[src/rtl/fetch_pkg.sv]
// Shared definitions for the instruction fetch stage: state encoding and
// the opcode bit that marks a two-byte instruction.
package fetch_pkg;

    // 3-bit state encodings for the fetch sequencer
    localparam logic [2:0] ST_REQ_OP   = 3'd0;
    localparam logic [2:0] ST_WAIT_OP  = 3'd1;
    localparam logic [2:0] ST_ADV_OP   = 3'd2;
    localparam logic [2:0] ST_REQ_ARG  = 3'd3;
    localparam logic [2:0] ST_WAIT_ARG = 3'd4;
    localparam logic [2:0] ST_ADV_ARG  = 3'd5;
    localparam logic [2:0] ST_ISSUE    = 3'd6;
    localparam logic [2:0] ST_DRAIN    = 3'd7;

    // Opcode MSB set means an operand byte follows the opcode
    localparam int OPND_BIT = 7;

    typedef enum logic [2:0] {
        REQ_OP   = ST_REQ_OP,
        WAIT_OP  = ST_WAIT_OP,
        ADV_OP   = ST_ADV_OP,
        REQ_ARG  = ST_REQ_ARG,
        WAIT_ARG = ST_WAIT_ARG,
        ADV_ARG  = ST_ADV_ARG,
        ISSUE    = ST_ISSUE,
        DRAIN    = ST_DRAIN
    } fetch_state_e;

    // States in which the PC is told to step past the byte just fetched
    function automatic logic is_adv_state(input fetch_state_e s);
        return (s == ADV_OP) || (s == ADV_ARG);
    endfunction

    // States in which a memory read is outstanding
    function automatic logic is_wait_state(input fetch_state_e s);
        return (s == WAIT_OP) || (s == WAIT_ARG) || (s == DRAIN);
    endfunction

endpackage

[src/rtl/fetch_unit.sv]
// Instruction fetch stage: reads opcode (and optional operand) bytes at the
// current PC over a req/ack memory port, steps or reloads the external PC,
// and presents complete instructions to decode over valid/ready.
module fetch_unit #(
    parameter int ADDR_WIDTH = 8,
    parameter int DATA_WIDTH = 8
) (
    input  logic                  clk,
    input  logic                  reset,
    input  logic [ADDR_WIDTH-1:0] pc,
    output logic                  pc_inc,
    output logic                  pc_load,
    output logic [ADDR_WIDTH-1:0] pc_load_val,
    output logic                  mem_req,
    output logic [ADDR_WIDTH-1:0] mem_addr,
    input  logic                  mem_ack,
    input  logic [DATA_WIDTH-1:0] mem_rdata,
    output logic                  instr_valid,
    input  logic                  instr_ready,
    output logic [DATA_WIDTH-1:0] opcode,
    output logic [DATA_WIDTH-1:0] operand,
    output logic                  has_operand,
    input  logic                  branch_req,
    input  logic [ADDR_WIDTH-1:0] branch_target
);

    import fetch_pkg::*;

    fetch_state_e            state_q,       state_d;
    logic                    mem_req_q,     mem_req_d;
    logic [ADDR_WIDTH-1:0]   mem_addr_q,    mem_addr_d;
    logic [DATA_WIDTH-1:0]   opcode_q,      opcode_d;
    logic [DATA_WIDTH-1:0]   operand_q,     operand_d;
    logic                    has_operand_q, has_operand_d;
    logic                    instr_valid_q, instr_valid_d;

    // An ack only counts while a request is actually outstanding
    logic                    ack_s;
    logic                    branch_s;

    // Qualify the handshake inputs; a redirect during reset is ignored
    always_comb begin
        ack_s    = mem_ack & mem_req_q;
        branch_s = branch_req & ~reset;
    end

    // Next-state and datapath: sequence opcode/operand reads, hand off, redirect
    always_comb begin
        state_d       = state_q;
        mem_req_d     = mem_req_q;
        mem_addr_d    = mem_addr_q;
        opcode_d      = opcode_q;
        operand_d     = operand_q;
        has_operand_d = has_operand_q;
        instr_valid_d = instr_valid_q;

        case (state_q)
            REQ_OP: begin
                if (branch_s) begin
                    state_d = REQ_OP;
                end else begin
                    mem_addr_d = pc;
                    mem_req_d  = 1'b1;
                    state_d    = WAIT_OP;
                end
            end

            WAIT_OP: begin
                if (ack_s) begin
                    mem_req_d = 1'b0;
                    if (branch_s) begin
                        state_d = REQ_OP;
                    end else begin
                        opcode_d      = mem_rdata;
                        operand_d     = {DATA_WIDTH{1'b0}};
                        has_operand_d = mem_rdata[OPND_BIT];
                        state_d       = ADV_OP;
                    end
                end else if (branch_s) begin
                    state_d = DRAIN;
                end else begin
                    state_d = WAIT_OP;
                end
            end

            ADV_OP: begin
                if (branch_s) begin
                    state_d = REQ_OP;
                end else if (has_operand_q) begin
                    state_d = REQ_ARG;
                end else begin
                    instr_valid_d = 1'b1;
                    state_d       = ISSUE;
                end
            end

            REQ_ARG: begin
                if (branch_s) begin
                    state_d = REQ_OP;
                end else begin
                    mem_addr_d = pc;
                    mem_req_d  = 1'b1;
                    state_d    = WAIT_ARG;
                end
            end

            WAIT_ARG: begin
                if (ack_s) begin
                    mem_req_d = 1'b0;
                    if (branch_s) begin
                        state_d = REQ_OP;
                    end else begin
                        operand_d = mem_rdata;
                        state_d   = ADV_ARG;
                    end
                end else if (branch_s) begin
                    state_d = DRAIN;
                end else begin
                    state_d = WAIT_ARG;
                end
            end

            ADV_ARG: begin
                if (branch_s) begin
                    state_d = REQ_OP;
                end else begin
                    instr_valid_d = 1'b1;
                    state_d       = ISSUE;
                end
            end

            ISSUE: begin
                // A redirect retires the instruction whether or not decode took it
                if (branch_s || instr_ready) begin
                    instr_valid_d = 1'b0;
                    state_d       = REQ_OP;
                end else begin
                    state_d = ISSUE;
                end
            end

            DRAIN: begin
                // Let the abandoned read finish, then throw its data away
                if (ack_s) begin
                    mem_req_d = 1'b0;
                    state_d   = REQ_OP;
                end else begin
                    state_d = DRAIN;
                end
            end

            default: begin
                mem_req_d     = 1'b0;
                instr_valid_d = 1'b0;
                state_d       = REQ_OP;
            end
        endcase
    end

    // PC controls: load has priority and suppresses the Moore advance pulse
    always_comb begin
        pc_load     = branch_s;
        pc_load_val = branch_target;
        if (branch_s || reset) begin
            pc_inc = 1'b0;
        end else begin
            pc_inc = is_adv_state(state_q);
        end
    end

    // State and output registers; the PC itself lives outside and is not reset here
    always_ff @(posedge clk) begin
        if (reset) begin
            state_q       <= REQ_OP;
            mem_req_q     <= 1'b0;
            mem_addr_q    <= {ADDR_WIDTH{1'b0}};
            opcode_q      <= {DATA_WIDTH{1'b0}};
            operand_q     <= {DATA_WIDTH{1'b0}};
            has_operand_q <= 1'b0;
            instr_valid_q <= 1'b0;
        end else begin
            state_q       <= state_d;
            mem_req_q     <= mem_req_d;
            mem_addr_q    <= mem_addr_d;
            opcode_q      <= opcode_d;
            operand_q     <= operand_d;
            has_operand_q <= has_operand_d;
            instr_valid_q <= instr_valid_d;
        end
    end

    // Drive ports straight from the registers
    always_comb begin
        mem_req     = mem_req_q;
        mem_addr    = mem_addr_q;
        opcode      = opcode_q;
        operand     = operand_q;
        has_operand = has_operand_q;
        instr_valid = instr_valid_q;
    end

    // Memory read is outstanding whenever the sequencer sits in a waiting state
    logic outstanding_s;
    always_comb begin
        outstanding_s = is_wait_state(state_q);
    end

    // Unused-by-logic observation point kept for debug probing
    logic unused_s;
    always_comb begin
        unused_s = outstanding_s ^ mem_req_q;
    end

endmodule

[config.mk]
export PLATFORM = sky130hd
export DESIGN_NAME = fetch_unit
export DESIGN_NICKNAME = d
export VERILOG_FILES = /design/src/rtl/fetch_pkg.sv /design/src/rtl/fetch_unit.sv
export SDC_FILE = /design/constraint.sdc
export NUM_CORES = 1
export LEC_CHECK = 0
export CORE_ASPECT_RATIO = 0.9
export CORE_MARGIN = 10
export CORE_UTILIZATION = 40
export DETAILED_ROUTE_END_ITERATION = 6
export MAX_ROUTING_LAYER = met4
export PLACE_DENSITY = 0.8
export SLEW_MARGIN = 40
export SYNTH_ARGS = -nofsm -noshare
export SYNTH_HDL_FRONTEND = slang
export SYNTH_SLANG_ARGS = --single-unit
[constraint.sdc]
create_clock -name clk -period 2.8 [get_ports clk]
set_input_delay 0.56 -clock clk [delete_from_list [all_inputs] [get_ports clk]]
set_output_delay 0.56 -clock clk [all_outputs]
set_load 0.05 [all_outputs]
==> flow_summary.yaml <==
flow_run:
  cap_violations: 0
critical_path:
  critPathLaunch: "state_q[0]$_SDFF_PP0_"
  cp_num_buf_inv: 1
  cp_cell_sequence: "nand2_1, nor2_1, a21oi_1, nor3_1, buf_12"
  required_ps: 2240
  crit_type: "flop to primary output"
  critPathTopFamily: "flip-flops"
  r2r_start: "state_q[0]$_SDFF_PP0_"
  cp_slowest_stage_delay_ps: 660
  cp_max_fo: 16
  cp_data_arrival_time_ps: 1830
  start_kind: "flop"
  cpMaxStageDelayCell: "dfxtp_1"
  cp-end-kind: "primary output"
clock_network:
  htree_num_levels: 2
  cts.sinks: 29
  ctsHoldBuffers: 0
  cts.path.max_buffers: 2
  post_cts_resized: 0
  clk_pin_slew_ps: 60
  cts_tree: "built"
  postCtsSetupBuffers: 0
  cts-root-buf: "clkbuf_8"
  clk_latency_ps: 280
  cts_buffers: 5
power_and_ir_drop:
  pwr_density_cell_nw_per_um2: 516.7
  swShare_pct: 29.68
  power_leakage_nw: 0.7451
  seq_power_share_pct: 45.7
  p_comb_share_pct: 20.9
  power_switching_mw: 0.2911
  vdd_drop_max_mv: 0.3700
  p_clk_share_pct: 33.4
  internal-power_mw: 0.6896
synth:
  ys_top_cells_by_area: "dfxtp_1 (44%), mux2i_1 (12%), nor2_1 (6.5%), a22o_1 (5.3%), buf_4 (5.1%)"
  synthArstFlopShare_pct: 0
  avgSynthCellArea_um2: 9.340
  syn_inst: 142
  yosysTopAreaCell: "dfxtp_1"
  synth-adder-area-share_pct: 0
  ys_seq_area_share_pct: 43.77
  ys_ff_latch: 29
  synth_top_family_by_area: "simple AND/OR/NAND/NOR gates"
  synth_xor_area_share_pct: 1.321
  synthMuxAreaShare_pct: 12.08
  synth.net_count: 171
  netlist.area_leader.share_pct: 43.77
  synth_warnings: 0
  synth_edf_count: 0
  synth_compound_area_share_pct: 16.89
  ys.flop_type: "dfxtp_1"
  yosys.area_share.simple_pct: 16.98
  synth_area_um2: 1326
  synth.distinct_cells: 40
cells_and_area:
  multi_input_area_um2: 626.9
  final_util_pct: 60.95
  fillers: 267
  layout.nets: 213
  antenna_cells: 0
  layout-drive-gt1-share_pct: 10.27
  syn2layout_area_growth_pct: 43.11
  seq_area_um2: 580.6
  fin_area_um2: 1898
hold_path:
  timing.hold.worst.class: "flop to flop"
  hp-start: "operand[4]$_SDFFE_PP0P_"
grt:
  antenna_found_initial: 0
  grt_pass1_wl_um: 5713
  grt_pass1_vias: 1149
  overflow: 0
  grt_max_degree: 17
  grt_usage_pct: 12.51
sta:
  slew_headroom_pct: 49.88
  finalCritPeriodShare_pct: 85.33
  worstMarginPinSlew_ps: 751.8
  finClkSkew_ps: 3.153
  hold_viol: 0
  setup_viol: 0
  period_needed_ps: 2389
  maxSlewViolCount: 0
  holdWs_ps: 476.8
  rsz0062_at_grt: "no"
  tns_ps: 0
  timing.fmax_mhz: 418.5
routing:
  drt-vias-per-instance: 5.176
  drc: 0
  wl_per_cell_um: 15.96
  drt-total-wl_um: 3623
  antenna_left: 0
  drt_iter0_markers: 113
  vias: 1175
  dr.pass1.iters: 4
place:
  place_congestion: 0.8487
  io_buffer_count: 49
  dp_hpwl_um: 2724
  placed_cell_area_um2: 1812
floorplan:
  coreArea_um2: 3114
  ioPinCount: 66
  start_util_pct: 42.59
  die_y_um: 74.63
  rows: 19
  die_w_um: 80.70
  dieArea_um2: 6022
status:
  outcome: "complete, no violations"
[sequential cells by signal (all words and copies together), names as in the netlist]
register,cells
mem_req,1
operand,8
state_q,3
has_operand,1
instr_valid,1
opcode,7
mem_addr,8
[logic make-up after synthesis]
| logic type | count (synthesis) |
|---|---|
| mux | 16 |
| flops | 29 |
| simple gates | 44 |
| compound gates | 30 |
| buf+inv | 21 |
| xor+xnor | 2 |
[cells in the mapped netlist (2+ instances only)]
cell and number:
dfxtp_1 29, nor2_1 23, mux2i_1 16, buf_4 9
a22o_1 8, a21oi_1 6, buf_2 3, clkbuf_1 3
nor2b_1 3, nor3_1 3, o21ai_0 3, a211o_1 2
and3_1 2, clkbuf_2 2, inv_1 2, nand2_1 2
nand3_1 2, o21bai_1 2
[metrics by stage]
stage / total power [mW] / cells / setup slack (ps)
floorplan: 0.6105 / 142 / 365.5
global placement: 0.6592 / 219 / 580.1
detailed placement: 0.6618 / 219 / 524.8
CTS: 0.9943 / 227 / 421.6
global route: 1.031 / 227 / 205.7
finish: 0.9807 / 227 / 410.6
[cell type report]
type | instances | area share [%]
clock buffer | 5 | 3.626
clock inverter | 3 | 0.9229
inverter | 3 | 0.5933
multi-input combinational | 92 | 33.03
sequential | 29 | 30.59
tap | 42 | 2.769
timing repair buffer | 53 | 28.48
[layout by cell type, fill, tap and decap left out, types with 2 or more instances in the layout]
master           synthesis  layout
buf_12                   0       2
inv_1                    2       2
nor2_1                  23      23
nor2b_1                  3       3
nand3_1                  2       2
buf_4                    9       4
a22o_1                   8       8
o21ai_0                  3       3
dfxtp_1                 29      29
o21bai_1                 2       2
clkdlybuf4s50_1          0      47
a211o_1                  2       2
nand2_1                  2       2
a21oi_1                  6       6
nor3_1                   3       3
clkbuf_8                 0       5
and3_1                   2       2
clkinv_2                 0       2
mux2i_1                 16      16
[worst register-to-register path, stage by stage, from the launching register on]
cell and delay [ps]:
dfxtp_1 660, xnor2_1 210, nor2_1 70, a21oi_1 620
a22o_1 250
[worst paths after layout]
check	to	cells after the start	slack, ps
hold reg to reg	operand[4]$_SDFFE_PP0P_	1	480
setup / recovery	pc_inc	5	410
setup reg to reg	operand[1]$_SDFFE_PP0P_	4	940
hold / removal	operand[4]$_SDFFE_PP0P_	1	480
[power by group through the flow]
stage                     combinational, mW  sequential [mW]  clock (mW)
after floorplan                       0.112            0.498           0
after global placement                0.204            0.455           0
after detailed placement              0.206            0.456           0
after CTS                             0.207            0.447       0.340
after global routing                  0.219            0.451       0.362
final                                 0.205            0.448       0.328
[per-layer routing]
metal | track usage, % | part of all wire, % | vias up
met5 | - | 0 | -
met4 | 4.223 | 0.91 | 0
met3 | 6.071 | 12 | 7
met2 | 18.29 | 44 | 56
met1 | 14.71 | 43 | 539
li1 | - | - | 573
(Power assumes the default switching activity.)
